`src/rtl/mdio_phy_responder_if.sv`:
```
// MDIO pad and event bundle between a management master (or bench) and the PHY responder.
// The pad is split into input, output and tristate-enable; the board or bench resolves the wire.
interface mdio_phy_responder_if;
    logic        mdc;
    logic        mdio_i;
    logic        mdio_o;
    logic        mdio_t;
    logic        wr_valid;
    logic [4:0]  wr_reg_addr;
    logic [15:0] wr_data;
    logic        rd_valid;
    logic        frame_err;
    logic        busy;

    modport master (
        output mdc, mdio_i,
        input  mdio_o, mdio_t, wr_valid, wr_reg_addr, wr_data, rd_valid, frame_err, busy
    );

    modport slave (
        input  mdc, mdio_i,
        output mdio_o, mdio_t, wr_valid, wr_reg_addr, wr_data, rd_valid, frame_err, busy
    );
endinterface

```
`src/rtl/mdio_phy_responder.sv`:
```
// Clause 22 MDIO PHY responder: oversamples MDC/MDIO on sys_clk, decodes frames addressed to
// PHY_ADDR, serves a 32 x 16 register file and reports each committed write as a pulse.
module mdio_phy_responder #(
    parameter logic [4:0]  PHY_ADDR     = 5'h03,
    parameter int          PREAMBLE_LEN = 32,
    parameter logic [15:0] PHY_ID1      = 16'h001C,
    parameter logic [15:0] PHY_ID2      = 16'hC916
) (
    input  logic                sys_clk,
    input  logic                sys_clk_rst_sync,
    mdio_phy_responder_if.slave bus
);
    localparam logic [5:0] PRE_LEN = 6'(PREAMBLE_LEN);

    typedef enum logic [3:0] {
        S_IDLE, S_ST2, S_OP, S_PHYAD, S_REGAD,
        S_TA_RD, S_RD_DATA, S_TA_WR, S_WR_DATA, S_SKIP
    } state_e;

    state_e      state_q, state_d;
    logic [1:0]  mdc_sync_q, mdio_sync_q;
    logic        mdc_prev_q;
    logic [5:0]  pre_cnt_q, pre_cnt_d;
    logic [3:0]  bit_cnt_q, bit_cnt_d;
    logic [15:0] sr_q, sr_d;
    logic        is_read_q, is_read_d;
    logic [4:0]  reg_addr_q, reg_addr_d;
    logic        mdio_o_q, mdio_o_d, mdio_t_q, mdio_t_d;
    logic        wr_valid_q, wr_valid_d, rd_valid_q, rd_valid_d;
    logic        frame_err_q, frame_err_d, busy_q, busy_d;
    logic [4:0]  wr_reg_addr_q, wr_reg_addr_d;
    logic [15:0] wr_data_q, wr_data_d;
    logic        self_clr_q, self_clr_d;
    logic        reg_we;
    logic [15:0] reg_wdata;
    logic [15:0] regs_q [32];

    logic mdc_re, mdio_bit;
    assign mdc_re   = mdc_sync_q[1] & ~mdc_prev_q;
    assign mdio_bit = mdio_sync_q[1];

    always_ff @(posedge sys_clk or posedge sys_clk_rst_sync) begin
        if (sys_clk_rst_sync) begin
            mdc_sync_q    <= 2'b00;
            mdio_sync_q   <= 2'b11;
            mdc_prev_q    <= 1'b0;
            state_q       <= S_IDLE;
            pre_cnt_q     <= '0;
            bit_cnt_q     <= '0;
            sr_q          <= '0;
            is_read_q     <= 1'b0;
            reg_addr_q    <= '0;
            mdio_o_q      <= 1'b1;
            mdio_t_q      <= 1'b1;
            wr_valid_q    <= 1'b0;
            rd_valid_q    <= 1'b0;
            frame_err_q   <= 1'b0;
            busy_q        <= 1'b0;
            wr_reg_addr_q <= '0;
            wr_data_q     <= '0;
            self_clr_q    <= 1'b0;
        end else begin
            // NOTE: sequential state uses <= only, so every flop samples pre-edge values.
            mdc_sync_q    <= {mdc_sync_q[0], bus.mdc};
            mdio_sync_q   <= {mdio_sync_q[0], bus.mdio_i};
            mdc_prev_q    <= mdc_sync_q[1];
            state_q       <= state_d;
            pre_cnt_q     <= pre_cnt_d;
            bit_cnt_q     <= bit_cnt_d;
            sr_q          <= sr_d;
            is_read_q     <= is_read_d;
            reg_addr_q    <= reg_addr_d;
            mdio_o_q      <= mdio_o_d;
            mdio_t_q      <= mdio_t_d;
            wr_valid_q    <= wr_valid_d;
            rd_valid_q    <= rd_valid_d;
            frame_err_q   <= frame_err_d;
            busy_q        <= busy_d;
            wr_reg_addr_q <= wr_reg_addr_d;
            wr_data_q     <= wr_data_d;
            self_clr_q    <= self_clr_d;
        end
    end

    always_comb begin
        // NOTE: every _d defaults first so no path through this block can infer a latch.
        state_d       = state_q;
        pre_cnt_d     = pre_cnt_q;
        bit_cnt_d     = bit_cnt_q;
        sr_d          = sr_q;
        is_read_d     = is_read_q;
        reg_addr_d    = reg_addr_q;
        mdio_o_d      = mdio_o_q;
        mdio_t_d      = mdio_t_q;
        wr_valid_d    = 1'b0;
        rd_valid_d    = 1'b0;
        frame_err_d   = 1'b0;
        wr_reg_addr_d = wr_reg_addr_q;
        wr_data_d     = wr_data_q;
        self_clr_d    = 1'b0;
        reg_we        = 1'b0;
        reg_wdata     = {sr_q[14:0], mdio_bit};

        if (mdc_re) begin
            bit_cnt_d = bit_cnt_q + 4'd1;
            sr_d      = {sr_q[14:0], mdio_bit};
        end

        case (state_q)
            S_IDLE: if (mdc_re) begin
                if (mdio_bit) begin
                    pre_cnt_d = (pre_cnt_q == 6'd63) ? 6'd63 : pre_cnt_q + 6'd1;
                end else begin
                    if (pre_cnt_q >= PRE_LEN) state_d = S_ST2;
                    pre_cnt_d = '0;
                end
            end
            S_ST2: if (mdc_re) begin
                state_d   = mdio_bit ? S_OP : S_IDLE;
                bit_cnt_d = '0;
            end
            S_OP: if (mdc_re && bit_cnt_q[0]) begin
                bit_cnt_d = '0;
                case ({sr_q[0], mdio_bit})
                    2'b10:   begin is_read_d = 1'b1; state_d = S_PHYAD; end
                    2'b01:   begin is_read_d = 1'b0; state_d = S_PHYAD; end
                    default: state_d = S_IDLE;
                endcase
            end
            S_PHYAD: if (mdc_re && bit_cnt_q == 4'd4) begin
                bit_cnt_d = '0;
                state_d   = ({sr_q[3:0], mdio_bit} == PHY_ADDR) ? S_REGAD : S_SKIP;
            end
            S_REGAD: if (mdc_re && bit_cnt_q == 4'd4) begin
                bit_cnt_d  = '0;
                reg_addr_d = {sr_q[3:0], mdio_bit};
                state_d    = is_read_q ? S_TA_RD : S_TA_WR;
            end
            S_TA_RD: if (mdc_re) begin
                if (bit_cnt_q == 4'd0) begin
                    mdio_t_d = 1'b0;
                    mdio_o_d = 1'b0;
                end else begin
                    // Bit 15 goes straight to the pad; the shifter keeps the remaining bits MSB-aligned.
                    mdio_o_d   = regs_q[reg_addr_q][15];
                    sr_d       = {regs_q[reg_addr_q][14:0], 1'b0};
                    rd_valid_d = 1'b1;
                    bit_cnt_d  = '0;
                    state_d    = S_RD_DATA;
                end
            end
            S_RD_DATA: if (mdc_re) begin
                if (bit_cnt_q == 4'd15) begin
                    mdio_t_d = 1'b1;
                    mdio_o_d = 1'b1;
                    state_d  = S_IDLE;
                end else begin
                    mdio_o_d = sr_q[15];
                    sr_d     = {sr_q[14:0], 1'b0};
                end
            end
            S_TA_WR: if (mdc_re) begin
                if (mdio_bit != (bit_cnt_q == 4'd0)) begin
                    frame_err_d = 1'b1;
                    state_d     = S_IDLE;
                end else if (bit_cnt_q == 4'd1) begin
                    bit_cnt_d = '0;
                    state_d   = S_WR_DATA;
                end
            end
            S_WR_DATA: if (mdc_re && bit_cnt_q == 4'd15) begin
                state_d = S_IDLE;
                // The PHY ID registers are read-only; writes to them are silently dropped.
                if (reg_addr_q != 5'd2 && reg_addr_q != 5'd3) begin
                    reg_we        = 1'b1;
                    wr_valid_d    = 1'b1;
                    wr_reg_addr_d = reg_addr_q;
                    wr_data_d     = reg_wdata;
                    self_clr_d    = (reg_addr_q == 5'd0) && reg_wdata[15];
                end
            end
            S_SKIP:  state_d = S_IDLE;
            default: state_d = S_IDLE;
        endcase

        busy_d = (state_d != S_IDLE) && (state_d != S_SKIP);
    end

    always_ff @(posedge sys_clk or posedge sys_clk_rst_sync) begin
        if (sys_clk_rst_sync) begin
            // NOTE: the register file is reset deliberately so the ID registers read correctly at once.
            for (int i = 0; i < 32; i++) begin
                regs_q[i] <= (i == 2) ? PHY_ID1 : (i == 3) ? PHY_ID2 : 16'h0000;
            end
        end else begin
            if (self_clr_q) regs_q[0][15] <= 1'b0;
            if (reg_we) regs_q[reg_addr_q] <= reg_wdata;
        end
    end

    assign bus.mdio_o      = mdio_o_q;
    assign bus.mdio_t      = mdio_t_q;
    assign bus.wr_valid    = wr_valid_q;
    assign bus.wr_reg_addr = wr_reg_addr_q;
    assign bus.wr_data     = wr_data_q;
    assign bus.rd_valid    = rd_valid_q;
    assign bus.frame_err   = frame_err_q;
    assign bus.busy        = busy_q;
endmodule

```
`src/flat_wrapper.sv`:
```
// flat-port wrapper written by rule: the top's interface ports become plain ports
module mdio_phy_responder_flat 
#(
    parameter logic [4:0]  PHY_ADDR     = 5'h03,
    parameter int          PREAMBLE_LEN = 32,
    parameter logic [15:0] PHY_ID1      = 16'h001C,
    parameter logic [15:0] PHY_ID2      = 16'hC916
)
  (sys_clk, sys_clk_rst_sync, bus_mdc, bus_mdio_i, bus_mdio_o, bus_mdio_t, bus_wr_valid, bus_wr_reg_addr, bus_wr_data, bus_rd_valid, bus_frame_err, bus_busy);
  mdio_phy_responder_if bus_i ();
  input  logic sys_clk;
  input  logic sys_clk_rst_sync;
  input wire logic [$bits(bus_i.mdc)-1:0] bus_mdc;
  input wire logic [$bits(bus_i.mdio_i)-1:0] bus_mdio_i;
  output wire logic [$bits(bus_i.mdio_o)-1:0] bus_mdio_o;
  output wire logic [$bits(bus_i.mdio_t)-1:0] bus_mdio_t;
  output wire logic [$bits(bus_i.wr_valid)-1:0] bus_wr_valid;
  output wire logic [$bits(bus_i.wr_reg_addr)-1:0] bus_wr_reg_addr;
  output wire logic [$bits(bus_i.wr_data)-1:0] bus_wr_data;
  output wire logic [$bits(bus_i.rd_valid)-1:0] bus_rd_valid;
  output wire logic [$bits(bus_i.frame_err)-1:0] bus_frame_err;
  output wire logic [$bits(bus_i.busy)-1:0] bus_busy;
  assign bus_i.mdc = bus_mdc;
  assign bus_i.mdio_i = bus_mdio_i;
  assign bus_mdio_o = bus_i.mdio_o;
  assign bus_mdio_t = bus_i.mdio_t;
  assign bus_wr_valid = bus_i.wr_valid;
  assign bus_wr_reg_addr = bus_i.wr_reg_addr;
  assign bus_wr_data = bus_i.wr_data;
  assign bus_rd_valid = bus_i.rd_valid;
  assign bus_frame_err = bus_i.frame_err;
  assign bus_busy = bus_i.busy;
  mdio_phy_responder #(.PHY_ADDR(PHY_ADDR), .PREAMBLE_LEN(PREAMBLE_LEN), .PHY_ID1(PHY_ID1), .PHY_ID2(PHY_ID2)) u_core (.sys_clk(sys_clk), .sys_clk_rst_sync(sys_clk_rst_sync), .bus(bus_i));
endmodule
```
`config.mk`:
```
export PLATFORM = sky130hd
export DESIGN_NAME = mdio_phy_responder_flat
export DESIGN_NICKNAME = d
export VERILOG_FILES = /design/src/rtl/mdio_phy_responder_if.sv /design/src/rtl/mdio_phy_responder.sv /design/src/flat_wrapper.sv
export SDC_FILE = /design/constraint.sdc
export NUM_CORES = 1
export LEC_CHECK = 0
export ABC_AREA = 1
export CAP_MARGIN = 30
export CORE_MARGIN = 3
export CORE_UTILIZATION = 57
export DETAILED_ROUTE_END_ITERATION = 6
export GPL_TIMING_DRIVEN = 0
export PLACE_DENSITY_LB_ADDON = 0.3
export SYNTH_ARGS = -nofsm -noshare
export SYNTH_HDL_FRONTEND = slang
export SYNTH_SLANG_ARGS = --single-unit
```
`constraint.sdc`:
```
create_clock -name sys_clk -period 21.9 [get_ports sys_clk]
set_input_delay 4.38 -clock sys_clk [delete_from_list [all_inputs] [get_ports sys_clk]]
set_output_delay 4.38 -clock sys_clk [all_outputs]
set_load 0.02 [all_outputs]
```
* Word-level counts from Yosys, hierarchy flattened
Cells that the tools add are included.
Word-level totals: flip-flop bits (word level) 581, input bits 4, output and inout port bits 27, word-level logic and storage cells 172
Cells by class: add/subtract/negate cells 2, magnitude comparators 3, equality and inequality tests 23, muxes and demuxes 69, bitwise logic cells 3, reduce and logical (&&, ||, !) cells 21
Operators by type and width (number):
- $bwmux W512 | 1
- $mux W512 | 1
- $mux W16 | 8
- $mux W4 | 25
- $bmux W16 S5 | 1
- $demux W16 S5 | 1
- $pmux W4 S9 | 1
- $pmux W16 S2 | 1
- $mux W1 | 21
- $eq A4 B3 Y1 const B | 5
- $pmux W4 S5 | 1
- $ge A6 B6 Y1 const B | 2
- $mux W6 | 2
- $ne A5 B2 Y1 const B | 2
- $reduce_and A3 Y1 | 3
- $eq A4 B1 Y1 const B | 2
- $eq A4 B2 Y1 const B | 2
- $eq A4 B4 Y1 const B | 2
- $logic_not A4 Y1 | 2
- $ne A2 B1 Y1 const B | 4
- $logic_and A1 B1 Y1 | 7
- $add A6 B1 Y6 const B | 1
- $eq A6 B6 Y1 const B | 1
- $lt A6 B1 Y1 const B | 1
- other kinds (17) | 24

* Logic depth before layout (Yosys ltp)
Gate-level depths: netlist (run 1).
word-level depth 7, depth in mapped cells 14, gate-level depth less buffers 13

* Least setup slack after synthesis (run 1)
Ideal clock, no wire load.
path kind register to output, start point register u_core.mdio_o_q (netlist: u_core.bus.mdio_o), end point output bus_mdio_o, arrival time 563 ps, required time 17520 ps, slack 16957 ps, cell stages (with the launch flop) 1, buffers on the path 0, cell sequence dfstp_2
RTL lines:
- start: declaration | line mdio_phy_responder.sv:28 | logic mdio_o_q, mdio_o_d, mdio_t_q, mdio_t_d;
- start signal: assignment | line mdio_phy_responder.sv:73 | mdio_o_q <= mdio_o_d;
- end: declaration | line flat_wrapper.sv:15 | output wire logic [$bits(bus_i.mdio_o)-1:0] bus_mdio_o;
No word-level cell between the ends.

==> results of run 1 <==
==> placed cells by master (no fill, tap or decap), types with 17 or more instances in the layout <==
cell type / netlist / routed
nand2_1: 1186 / 1186
dfrtp_1: 567 / 567
o21ai_1: 286 / 286
o21ai_0: 185 / 185
clkbuf_1: 131 / 148
nand4_1: 83 / 83
a22oi_1: 82 / 82
buf_2: 71 / 71
inv_1: 66 / 65
nor2_1: 65 / 65
clkbuf_16: 0 / 58
o21ai_2: 57 / 57
buf_6: 44 / 46
nand3_1: 32 / 32
clkdlybuf4s50_1: 0 / 30
buf_8: 0 / 22
nand2_4: 21 / 21
a21oi_1: 17 / 17
==> layer usage <==
layer	GRT usage, %	part of all wire, %	up-vias
met5	0.833	0.052	-
met4	31.0	9.1	2
met3	16.7	15	510
met2	58.5	40	1974
met1	56.5	36	11651
li1	-	-	10067
==> critical path: stages <==
cell             delay, ps
clkdlybuf4s50_1        500
inv_8                  450
buf_16                 440
buf_16                 400
buf_16                 460
buf_16                 380
==> power breakdown <==
group	leakage (nW)	internal, mW	switching, mW
registers	8.04	1.08	0.00953
clock network	1.00	0.646	0.448
logic	4.84	0.0361	0.175
==> cell type report <==
type	count	area, sq um	area share, %
Multi-Input combinational cell	2090	9890	33.3
Buffer	256	1400	4.70
Timing Repair Buffer	59	791	2.66
Inverter	70	278	0.934
Tap cell	592	741	2.49
Antenna cell	4	10.0	0.0337
Clock inverter	24	408	1.37
Clock buffer	86	1670	5.60
Sequential cell	581	14600	48.9
==> path summary, 6_finish.rpt <==
kind | cells past startpoint | startpoint | slack, ps | endpoint
min reg2reg | 0 | u_core.mdio_sync_q[0]$_DFF_PP1_ | 350 | u_core.mdio_sync_q[1]$_DFF_PP1_
min in group asynchronous | 2 | sys_clk_rst_sync | 4210 | asynchronous set/reset pin
max in group sys_clk | 1 | u_core.bus.mdio_o$_DFFE_PP1P_ | 15740 | bus_mdio_o
min | 0 | u_core.mdio_sync_q[0]$_DFF_PP1_ | 350 | u_core.mdio_sync_q[1]$_DFF_PP1_
max | 6 | sys_clk_rst_sync | 15380 | asynchronous set/reset pin
max reg2reg | 12 | u_core.reg_addr_q[0]$_DFFE_PP0P_ | 18480 | u_core.sr_q[13]$_DFF_PP0_
==> logic make-up (layout without fill, tap and decap cells) <==
| logic type | after synthesis | after routing | synth area share [%] |
|---|---|---|---|
| buffers and inverters | 326 | 495 | 6.39 |
| adder cells (fa/ha/maj) | 9 | 9 | 0.431 |
| other | 0 | 4 | 0 |
| XOR/XNOR | 2 | 2 | 0.0671 |
| AND/OR/NAND/NOR | 1431 | 1431 | 23.2 |
| flip-flops | 581 | 581 | 55.7 |
| AO/OA/AOI/OAI | 648 | 648 | 14.2 |
==> stage by stage <==
| step | setup TNS [ps] | worst slack (ps) | cell area, sq um | util [%] |
|---|---|---|---|---|
| floorplan | 0 | 1290 | 26100 | - |
| global placement | -2609540 | -4680 | 27200 | 60.8 |
| detailed placement | 0 | 14540 | 27500 | 61.5 |
| CTS | 0 | 15200 | 29600 | 66.2 |
| global route | 0 | 14980 | 29700 | 66.5 |
| finish | 0 | 15380 | 29700 | 66.5 |
==> results_dict.tcl, run 1 <==
set metrics [dict create \
    cts_buffer_depth 3 \
    track_usage_pct 43.2 \
    slew_violations 0 \
    holdWs_ps 352 \
    wl_per_cell_um 27.4 \
    hold_violations 0 \
    crit_required_ps 22640 \
    drcViolationCount 41 \
    cts_tree "yes" \
    clk_latency_ps 660 \
    fmax_mhz 153 \
    routed_wl_um 103000 \
    synth-edff-count 0 \
    synth_area_leader_cell "dfrtp_1" \
    violations "DRC" \
    cts-root-buf "clkbuf_16" \
    boundaryPins 31 \
    areaGrowthSynthToFinish_pct 13.9 \
    via_per_inst 6.43 \
    period_needed_ps 6520 \
    syn_nets 3010 \
    dieArea_sq_mm 0.0484 \
    yosysWarnings 0 \
    fillers 3598 \
    post_cts_buffers 0 \
    hold_buffers 0 \
    cts_resized 0 \
    end_kind "asynchronous set/reset pin" \
    cts_buffers 58 \
    synthCells 2997 \
    period_share_pct 29.8 \
    hpwl_um 70900 \
    synth_most_common_cell "nand2_1" \
    ys_seq_area_share_pct 55.7 \
    start_util_pct 58.4 \
    rows 77 \
    rsz0062_at_grt "false" \
    power_density_mw_per_mm2 80.7 \
    fin_worst_skew_ps 33.9 \
    critPathKind "in2async" \
    arrival_ps 7260 \
    async_flop_share_pct 100 \
    grt_max_degree 122 \
    synth_flop_cell "dfrtp_1" \
    start_kind "input pin" \
    max_cap_viol_count 0 \
    cts_sinks 581 \
    synth_top_cell_area_share_pct 54.3 \
    htreeDepth 2 \
    core_sq_mm 0.0447 \
    cp_max_fo 121 \
    hp-class "reg2reg" \
    ant_nets 0 \
    final_nets 3129 \
    gp_congestion 1.11 \
    tightest_slew_ps 1170 \
    leakage_nw 13.9 \
    total_power_mw 2.40 \
    portBuffers 30 \
    layout-drive-gt1-share_pct 11.3 \
    setup_viol 0 \
    clkTransAtPathRegs_ps 60 \
    instances_no_fill 3762 \
    drt_iter0_markers 4146 \
    die_height_um 220 \
    grt_pass1_vias 22929 \
    grt_pass1_wl_um 150000 \
    synth.distinct_cells 39 \
    peakVddDrop_v 0.0000762 \
    routed-via-count 24204 \
    slew_headroom_pct 21.8 \
    synthTopCellsByCount "1186 x nand2_1, 567 x dfrtp_1, 286 x o21ai_1" \
    first_pass_iters 7 \
    synth_area_leaders "dfrtp_1 54%, nand2_1 17%, o21ai_1 5.5%, o21ai_0 3.5%, a22oi_1 2.4%" \
    status "finished with violations" \
    synth-seq-cells 581 \
    dieWidth_um 220 \
    place_inst 3638 \
    gr-total-overflow 0 \
    syn_avg_cell_area_sq_um 8.71 \
    netlist_area_sq_mm 0.0261 \
    antenna_found_initial 2 \
]
(Power assumes the default switching activity.)
==> run 2: changes to the inputs <==
==> constraint.sdc (replaced) <==
create_clock -name sys_clk -period 6 [get_ports sys_clk]
set_input_delay 1.2 -clock sys_clk [delete_from_list [all_inputs] [get_ports sys_clk]]
set_output_delay 1.2 -clock sys_clk [all_outputs]
set_load 0.02 [all_outputs]
==> results_dict.tcl, run 2 (same netlist as run 1, synthesis figures left out) <==
set metrics [dict create \
    status "completed" \
    rsz0062_at_grt "false" \
    layout_commonest_cell "nand2_1" \
    layout_common_cells "1186 x nand2_1, 567 x dfrtp_1, 286 x o21ai_1" \
    routed-via-count 23939 \
    clk_latency_ps 650 \
    met2_usage_pct 61.8 \
    dieWidth_um 220 \
    cts_resized 0 \
    switchingPower_mw 2.30 \
    globalRouteMet1Util_pct 59.3 \
    slew_violations 0 \
    power.share.clock_pct 44.2 \
    grt_use_met3_pct 17.5 \
    clkTransAtPathRegs_ps 70 \
    hpwl_um 75900 \
    cts_sinks 581 \
    setup-tns-final_ps 0 \
    hold_violations 0 \
    antenna_found_initial 4 \
    hp-class "reg2reg" \
    dpl_worst_slack_ps 2700 \
    gp_congestion 1.10 \
    layout-drive-gt1-share_pct 11.9 \
    pwr-share-comb_pct 9.2 \
    worst_slack_ps 2440 \
    track_usage_pct 44.9 \
    boundaryPins 31 \
    hold_buffers 0 \
    power.internal_mw 6.26 \
    areaGrowthSynthToFinish_pct 14.3 \
    leakage_nw 14.0 \
    grt_max_degree 48 \
    rows 77 \
    portBuffers 30 \
    crit_required_ps 6570 \
    power_density_mw_per_mm2 287 \
    post_cts_buffers 0 \
    drt_iter0_markers 3658 \
    cp_max_fo 10 \
    ant_nets 0 \
    start_kind "register" \
    die_height_um 220 \
    instances_no_fill 3776 \
    gr-total-overflow 0 \
    p_seq_share_pct 46.6 \
    drcViolationCount 0 \
    arrival_ps 4130 \
    grt_pass1_vias 22737 \
    period_needed_ps 3560 \
    final_util_pct 66.8 \
    fmax_mhz 281 \
    setup_viol 0 \
    netSwitchingFraction_pct 26.9 \
    grt_pass1_wl_um 154000 \
    critPathKind "reg2reg" \
    peakVddDrop_v 0.000325 \
    dieArea_sq_mm 0.0484 \
    start_util_pct 58.4 \
    core_sq_mm 0.0447 \
    cts_buffer_depth 3 \
    htreeDepth 2 \
    slew_headroom_pct 23.8 \
    max_cap_viol_count 0 \
    fin_worst_skew_ps 33.4 \
    routed_wl_um 106000 \
    place_inst 3656 \
    tightest_slew_ps 1140 \
    fillers 3693 \
    cts-root-buf "clkbuf_16" \
    via_per_inst 6.34 \
    cts_tree "yes" \
    r2r_setup_slack_ps 2440 \
    final_nets 3144 \
    grt-busiest-layer "met2" \
    wl_per_cell_um 28.2 \
    first_pass_iters 6 \
    end_kind "register" \
    period_share_pct 59.3 \
    cts_buffers 58 \
]
## run 2: worst max-delay path, stage by stage (launching register included)
cell and delay (ps):
dfrtp_1 390, clkinv_1 590, nor2_1 550, buf_2 370, buf_2 530, a22oi_1 210
nand2_1 140, nand2_1 240, nand2_1 140, nor2_1 70, nand3_1 130, nand2_1 60
inv_1 50
## run 2: cell type report
class / instances / area [sq um] / share of cell area, %
multi-input cells: 2090 / 9890 / 33.1
diodes: 5 / 12.5 / 0.0419
well taps: 592 / 741 / 2.48
repair buffers: 74 / 1030 / 3.44
plain buffers: 256 / 1400 / 4.68
clock inverters: 28 / 308 / 1.03
inverters: 70 / 274 / 0.917
clock buffers: 80 / 1650 / 5.54
flip-flops and latches: 581 / 14600 / 48.7
## run 2: worst paths after layout
check,to,depth (start not counted),from
max reg2reg,u_core.sr_q[3]$_DFF_PP0_,12,u_core.reg_addr_q[0]$_DFFE_PP0P_
min reg2reg,u_core.mdc_sync_q[1]$_DFF_PP0_,0,u_core.mdc_sync_q[0]$_DFF_PP0_
min,u_core.mdc_sync_q[1]$_DFF_PP0_,0,u_core.mdc_sync_q[0]$_DFF_PP0_
min in group asynchronous,asynchronous set/reset pin,2,sys_clk_rst_sync
max,u_core.sr_q[3]$_DFF_PP0_,12,u_core.reg_addr_q[0]$_DFFE_PP0P_
max in group asynchronous,asynchronous set/reset pin,7,sys_clk_rst_sync
## run 2: power groups by stage
| stage | Sequential [mW] | Combinational (mW) | Clock [mW] |
|---|---|---|---|
| after detailed placement | 4.06 | 0.738 | 0 |
| final | 3.99 | 0.786 | 3.78 |
| after floorplan | 4.06 | 0.335 | 0 |
| after global routing | 3.99 | 0.807 | 3.96 |
| after CTS | 3.99 | 0.742 | 3.78 |
| after global placement | 4.07 | 0.664 | 0 |
## run 2: per-layer routing
| metal | wire, um | vias up |
|---|---|---|
| met5 | 0 | - |
| met4 | 8170 | 0 |
| met3 | 14700 | 422 |
| met2 | 43600 | 1745 |
| met1 | 40000 | 11686 |
| li1 | - | 10086 |
## run 2: stage by stage
step	area (sq um)	total power, mW	hold slack, ps
3_5_place_dp	27800	4.80	340
6_report	29900	8.56	354
5_1_grt	29900	8.76	366
3_3_place_gp	27200	4.73	334
2_1_floorplan	26100	4.39	331
4_1_cts	29700	8.51	355
